$ cat config.mk
export PLATFORM = sky130hd
export DESIGN_NAME = mb_sequencer_flat
export DESIGN_NICKNAME = d
export VERILOG_FILES = /design/src/rtl/mb_sequencer_if.sv /design/src/rtl/mb_sequencer.sv /design/src/flat_wrapper.sv
export SDC_FILE = /design/constraint.sdc
export NUM_CORES = 1
export LEC_CHECK = 0
export BUFFER_PORTS_ARGS = -buffer_cell sky130_fd_sc_hd__buf_2
export CAP_MARGIN = 20
export CORE_MARGIN = 2
export CORE_UTILIZATION = 47
export DETAILED_ROUTE_END_ITERATION = 7
export GPL_TIMING_DRIVEN = 0
export PLACE_DENSITY = 0.73
export SLEW_MARGIN = 5
export SYNTH_ARGS = -nofsm -noshare
export SYNTH_HDL_FRONTEND = slang
export SYNTH_SLANG_ARGS = --single-unit
$ cat constraint.sdc
create_clock -name clk_6MHz -period 3.8 [get_ports clk_6MHz]
set_input_delay 0.38 -clock clk_6MHz [delete_from_list [all_inputs] [get_ports clk_6MHz]]
set_output_delay 0.38 -clock clk_6MHz [all_outputs]
set_load 0.01 [all_outputs]
$ cat src/rtl/mb_sequencer_if.sv
// Command, response and Math Box bus bundle for mb_sequencer.
// master = host CPU / Math Box side, slave = the sequencer itself.
interface mb_sequencer_if;
  logic        cmd_valid;
  logic        cmd_ready;
  logic [7:0]  cmd_addr;
  logic [7:0]  cmd_data;
  logic        cmd_read;

  logic        rsp_valid;
  logic        rsp_ready;
  logic [15:0] rsp_result;
  logic        rsp_timeout;

  logic [7:0]  mb_eab;
  logic [7:0]  mb_edb_in;
  logic        mb_start;
  logic        mb_ylo;
  logic        mb_yhi;
  logic [7:0]  mb_edb_out;
  logic        mb_stop;

  modport master (
    output cmd_valid, cmd_addr, cmd_data, cmd_read, rsp_ready, mb_edb_out, mb_stop,
    input  cmd_ready, rsp_valid, rsp_result, rsp_timeout,
    input  mb_eab, mb_edb_in, mb_start, mb_ylo, mb_yhi
  );

  modport slave (
    input  cmd_valid, cmd_addr, cmd_data, cmd_read, rsp_ready, mb_edb_out, mb_stop,
    output cmd_ready, rsp_valid, rsp_result, rsp_timeout,
    output mb_eab, mb_edb_in, mb_start, mb_ylo, mb_yhi
  );
endinterface

$ cat src/rtl/mb_sequencer.sv
// Runs one Math Box operation per host command: load, start, wait for STOP (with timeout),
// optionally read the 16-bit result through YLO/YHI, then hand back a response.
module mb_sequencer #(
  parameter int unsigned WR_CYCLES = 2,
  parameter int unsigned RD_CYCLES = 2,
  parameter int unsigned TIMEOUT   = 1023
) (
  input  logic          clk_6MHz,
  input  logic          reset_n,
  mb_sequencer_if.slave bus,
  output logic          busy
);

  localparam logic [9:0] WrLast     = 10'(WR_CYCLES - 1);
  localparam logic [9:0] RdLast     = 10'(RD_CYCLES - 1);
  localparam logic [9:0] TimeoutCnt = 10'(TIMEOUT);

  typedef enum logic [3:0] {
    StIdle,
    StLoad,
    StStart,
    StArm,
    StRun,
    StReadLo,
    StGap,
    StReadHi,
    StResp
  } state_e;

  state_e      state_q, state_d;
  logic [9:0]  cnt_q, cnt_d;
  logic [9:0]  cnt_inc;
  logic [7:0]  addr_q, data_q, lo_q;
  logic        read_q;
  logic [15:0] result_q;
  logic        timeout_q;

  logic accept, run_done, run_expire, lo_last, hi_last;

  assign cnt_inc    = cnt_q + 10'd1;
  assign accept     = (state_q == StIdle) && bus.cmd_valid;
  assign run_done   = (state_q == StRun) && bus.mb_stop;
  // STOP on the expiry clock wins: run_expire only fires with STOP still low.
  assign run_expire = (state_q == StRun) && !bus.mb_stop && (cnt_inc == TimeoutCnt);
  assign lo_last    = (state_q == StReadLo) && (cnt_q == RdLast);
  assign hi_last    = (state_q == StReadHi) && (cnt_q == RdLast);

  always_ff @(posedge clk_6MHz) begin
    if (!reset_n) begin
      state_q <= StIdle;
      cnt_q   <= '0;
    end else begin
      state_q <= state_d;
      cnt_q   <= cnt_d;
    end
  end

  always_comb begin
    state_d = state_q;
    cnt_d   = cnt_q;
    unique case (state_q)
      StIdle: begin
        if (accept) begin
          state_d = StLoad;
          cnt_d   = '0;
        end
      end
      StLoad: begin
        if (cnt_q == WrLast) begin
          state_d = StStart;
          cnt_d   = '0;
        end else begin
          cnt_d = cnt_inc;
        end
      end
      StStart: state_d = StArm;
      StArm: begin
        state_d = StRun;
        cnt_d   = '0;
      end
      StRun: begin
        cnt_d = cnt_inc;
        if (run_done) begin
          state_d = read_q ? StReadLo : StResp;
          cnt_d   = '0;
        end else if (run_expire) begin
          state_d = StResp;
        end
      end
      StReadLo: begin
        if (lo_last) begin
          state_d = StGap;
          cnt_d   = '0;
        end else begin
          cnt_d = cnt_inc;
        end
      end
      StGap: state_d = StReadHi;
      StReadHi: begin
        if (hi_last) begin
          state_d = StResp;
          cnt_d   = '0;
        end else begin
          cnt_d = cnt_inc;
        end
      end
      StResp: begin
        if (bus.rsp_ready) state_d = StIdle;
      end
      default: state_d = StIdle;
    endcase
  end

  // Result only changes on the way into RESP so the previous response stays visible meanwhile.
  always_ff @(posedge clk_6MHz) begin
    if (!reset_n) begin
      addr_q    <= '0;
      data_q    <= '0;
      read_q    <= 1'b0;
      lo_q      <= '0;
      result_q  <= '0;
      timeout_q <= 1'b0;
    end else begin
      if (accept) begin
        addr_q <= bus.cmd_addr;
        data_q <= bus.cmd_data;
        read_q <= bus.cmd_read;
      end
      if (run_done && !read_q) begin
        result_q  <= 16'h0000;
        timeout_q <= 1'b0;
      end
      if (run_expire) begin
        result_q  <= 16'hFFFF;
        timeout_q <= 1'b1;
      end
      if (lo_last) lo_q <= bus.mb_edb_out;
      if (hi_last) begin
        result_q  <= {bus.mb_edb_out, lo_q};
        timeout_q <= 1'b0;
      end
    end
  end

  always_comb begin
    bus.cmd_ready   = (state_q == StIdle);
    busy            = (state_q != StIdle);
    bus.mb_start    = (state_q == StStart);
    bus.mb_ylo      = (state_q == StReadLo);
    bus.mb_yhi      = (state_q == StReadHi);
    bus.rsp_valid   = (state_q == StResp);
    bus.rsp_result  = result_q;
    bus.rsp_timeout = timeout_q;
    bus.mb_eab      = busy ? addr_q : 8'h00;
    bus.mb_edb_in   = busy ? data_q : 8'h00;
  end

endmodule

$ cat src/flat_wrapper.sv
// flat-port wrapper written by rule: the top's interface ports become plain ports
module mb_sequencer_flat 
#(
  parameter int unsigned WR_CYCLES = 2,
  parameter int unsigned RD_CYCLES = 2,
  parameter int unsigned TIMEOUT   = 1023
)
  (clk_6MHz, reset_n, busy, bus_cmd_valid, bus_cmd_addr, bus_cmd_data, bus_cmd_read, bus_rsp_ready, bus_mb_edb_out, bus_mb_stop, bus_cmd_ready, bus_rsp_valid, bus_rsp_result, bus_rsp_timeout, bus_mb_eab, bus_mb_edb_in, bus_mb_start, bus_mb_ylo, bus_mb_yhi);
  mb_sequencer_if bus_i ();
  input  logic clk_6MHz;
  input  logic reset_n;
  output logic busy;
  input wire logic [$bits(bus_i.cmd_valid)-1:0] bus_cmd_valid;
  input wire logic [$bits(bus_i.cmd_addr)-1:0] bus_cmd_addr;
  input wire logic [$bits(bus_i.cmd_data)-1:0] bus_cmd_data;
  input wire logic [$bits(bus_i.cmd_read)-1:0] bus_cmd_read;
  input wire logic [$bits(bus_i.rsp_ready)-1:0] bus_rsp_ready;
  input wire logic [$bits(bus_i.mb_edb_out)-1:0] bus_mb_edb_out;
  input wire logic [$bits(bus_i.mb_stop)-1:0] bus_mb_stop;
  output wire logic [$bits(bus_i.cmd_ready)-1:0] bus_cmd_ready;
  output wire logic [$bits(bus_i.rsp_valid)-1:0] bus_rsp_valid;
  output wire logic [$bits(bus_i.rsp_result)-1:0] bus_rsp_result;
  output wire logic [$bits(bus_i.rsp_timeout)-1:0] bus_rsp_timeout;
  output wire logic [$bits(bus_i.mb_eab)-1:0] bus_mb_eab;
  output wire logic [$bits(bus_i.mb_edb_in)-1:0] bus_mb_edb_in;
  output wire logic [$bits(bus_i.mb_start)-1:0] bus_mb_start;
  output wire logic [$bits(bus_i.mb_ylo)-1:0] bus_mb_ylo;
  output wire logic [$bits(bus_i.mb_yhi)-1:0] bus_mb_yhi;
  assign bus_i.cmd_valid = bus_cmd_valid;
  assign bus_i.cmd_addr = bus_cmd_addr;
  assign bus_i.cmd_data = bus_cmd_data;
  assign bus_i.cmd_read = bus_cmd_read;
  assign bus_i.rsp_ready = bus_rsp_ready;
  assign bus_i.mb_edb_out = bus_mb_edb_out;
  assign bus_i.mb_stop = bus_mb_stop;
  assign bus_cmd_ready = bus_i.cmd_ready;
  assign bus_rsp_valid = bus_i.rsp_valid;
  assign bus_rsp_result = bus_i.rsp_result;
  assign bus_rsp_timeout = bus_i.rsp_timeout;
  assign bus_mb_eab = bus_i.mb_eab;
  assign bus_mb_edb_in = bus_i.mb_edb_in;
  assign bus_mb_start = bus_i.mb_start;
  assign bus_mb_ylo = bus_i.mb_ylo;
  assign bus_mb_yhi = bus_i.mb_yhi;
  mb_sequencer #(.WR_CYCLES(WR_CYCLES), .RD_CYCLES(RD_CYCLES), .TIMEOUT(TIMEOUT)) u_core (.clk_6MHz(clk_6MHz), .reset_n(reset_n), .bus(bus_i), .busy(busy));
endmodule
==> summary.md <==
| Metric | Value |
|---|---|
| Status | complete, no violations |
| CTS buffer count | 5 |
| GRT met1 Usage | 27.73% |
| GP Congestion | 0.9267 |
| Global-route wire length before repair | 10,470 um |
| EDFF count, synth | 0 |
| WP data arrival | 2020 ps |
| Worst EP required | 3420 ps |
| Max Clock Skew | 11.32 ps |
| Ys async rst share | 0% |
| WL/cell | 13.10 um |
| GRT Util Overall | 19.80% |
| Max Cap Viol | 0 |
| Top post-synthesis cells by count | dfxtp_1 (56), nand2_1 (55), nor2b_1 (32) |
| Placement Cell Area | 3277 um^2 |
| Pre-antenna DRT Iters | 4 |
| Top-count cell post-synth | dfxtp_1 |
| Worst Hold Class | input port to flop |
| Core region area | 5886 um^2 |
| Final hold vios | 0 |
| Site Rows | 28 |
| Fin crit period | 2399 ps |
| Met2 GRT Util | 31.06% |
| Via count | 2,491 |
| Post-synth cell types | 52 |
| Total wire length | 6236 um |
| Syn Nets | 358 |
| Area contributors post-synth | dfxtp_1 (39%), nand2_1 (7.3%), nor2b_1 (7.0%) |
| Finished Layout Cells | 476 |
| Remaining antenna violation count | 0 |
| P per Cell Area | 417.2 nW/um^2 |
| Worst Setup Start Kind | flop |
| Antenna Cells | 0 |
| Worst-path clk slew | 100 ps |
| Kind of critical path | flop to output pin |
| RSZ-0062 raised after global routing | no |
| Final setup vio count | 0 |
| Syn Std Cell Area | 2843 um^2 |
| Worst IR Drop VDD | 0.2497 mV |
| Layout Nets | 433 |
| Dpl hpwl | 4544 um |
| Die Width | 81.77 um |
| Initial antenna violation count | 0 |
| Leak pwr | 1.464 nW |
| Iteration-0 DRC Markers | 145 |
| CTS tree | yes |
| Pins Over Slew Limit | 0 |
| Synthesis-to-layout area growth | 19.37% |
| Placed Cells incl. Taps | 468 |
| Gate Count Post-Synth | 325 |
| Pwr Total | 1.416 mW |
| Clk root buf | clkbuf_8 |
| Resize count post-CTS | 0 |
| H-tree levels | 2 |
| Die height | 81.77 um |
| Slew HR | 47.04% |
| Synth top area share | 39.44% |
| GR Util met3 | 3.956% |
| Worst Tran Pin Value | 794.4 ps |
| Vias in the first global route | 2,259 |
| Worst-case clock buffer depth | 2 |
| FMAX | 416.8 MHz |
| Cell type with the highest aggregate area in the netlist | dfxtp_1 |
| Grt ovf | 0 |
| Syn. warnings | 0 |
| Synth Register Bits | 56 |
| Pin count of the biggest net entering global routing | 19 |
| Design area | 3393 um^2 |
| FF+latch area | 1121 um^2 |
| Number of setup buffers added after CTS | 0 |
| Initial core utilization | 48.30% |
| Most utilized layer in the global route result | met2 |
| R2R setup slack | 1650 ps |
| IO Count | 69 |
| Hold Slack | 309.8 ps |
| Total negative slack | 0 ps |
| Sequential-to-total area share from yosys stat | 39.44% |
| Post-synth top flop | dfxtp_1 |
| Die area | 6686 um^2 |
| Layout cell share with drive strength beyond 1 | 25.69% |
| Clk sinks | 56 |
| Drt via density | 5.233 |
| Multi-input logic area | 1582 um^2 |
| Residual DRC count | 0 |
| PortBufs | 68 |
| Fillers | 562 |
| Worst-path fanout max | 10 |
| Cts hold-fix bufs | 0 |
| Syn_area_per_cell | 8.747 um^2 |
| CP endpoint kind | output pin |
| Worst-skew pair later-pin latency | 310 ps |
| Final period utilization | 63.13% |
-- through the flow --
step	util, %	worst slack [ps]
after floorplan	-	1979
after global routing	57.65	1216
after CTS	57.65	1378
after global placement	55.68	1714
after detailed placement	55.68	1676
final	57.65	1401
-- state kept, by name (all words and copies together), names as in the netlist --
name / count
u_core.state_q: 4
u_core.bus.rsp_timeout: 1
u_core.read_q: 1
u_core.addr_q: 8
u_core.cnt_q: 10
u_core.lo_q: 8
u_core.bus.rsp_result: 16
u_core.data_q: 8
-- cell type report --
type / instances / area share (%)
Inverter: 7 / 0.7743
Timing Repair Buffer: 68 / 10.03
Tap cell: 75 / 2.765
Clock inverter: 3 / 1.401
Clock buffer: 5 / 2.028
Multi-Input combinational cell: 239 / 46.61
Buffer: 23 / 3.355
Sequential cell: 56 / 33.04
-- worst paths after layout --
path                     startpoint                        to  depth (start not counted)
setup / recovery  u_core.state_q[1]             bus_mb_eab[6]                          6
hold / removal      bus_cmd_data[3]          u_core.data_q[3]                          3
setup reg to reg    u_core.cnt_q[0]  u_core.bus.rsp_result[9]                          8
hold reg to reg    u_core.addr_q[4]          u_core.addr_q[4]                          2
-- power breakdown --
part / total, mW / switching [mW] / internal (mW)
clock network: 0.401 / 0.202 / 0.199
logic: 0.370 / 0.237 / 0.133
registers: 0.645 / 0.0230 / 0.622
total: 1.42 / 0.462 / 0.954
-- cell families (layout without fill, tap and decap cells) --
logic type	after synthesis	in the layout	synth area share, %
compound gates	86	86	22.98
xor+xnor	3	3	0.9245
fa+ha+maj	3	3	1.321
buf+inv	30	106	4.930
flops	56	56	39.44
mux	9	9	3.169
simple gates	138	138	27.24
-- cell usage in the layout (no fill, tap or decap), drive strengths merged, types with 4 or more instances in the layout --
| cell | instances |
|---|---|
| mux2i | 9 |
| nand3 | 6 |
| a31oi | 4 |
| a22o | 16 |
| o21ai | 7 |
| nor2 | 10 |
| nor3 | 8 |
| inv | 7 |
| nand2 | 55 |
| nor2b | 32 |
| a21oi | 11 |
| nand2b | 6 |
| clkbuf | 16 |
| o21a | 17 |
| dfxtp | 56 |
| a21boi | 18 |
| buf | 80 |
| and2 | 5 |
-- per-layer routing --
metal,vias to the layer above,routed length [um]
met3,7,250
met5,-,0
met1,1154,3020
li1,1277,-
met4,0,62
met2,53,2902
-- critical path, stage by stage, from the launching register on --
cell and delay [ps]:
dfxtp_1 310, clkbuf_1 200, nor4_1 300, buf_2 270, clkbuf_1 360, nor2b_1 110
buf_2 160
Note: power is estimated with default switching activity, not from simulation.
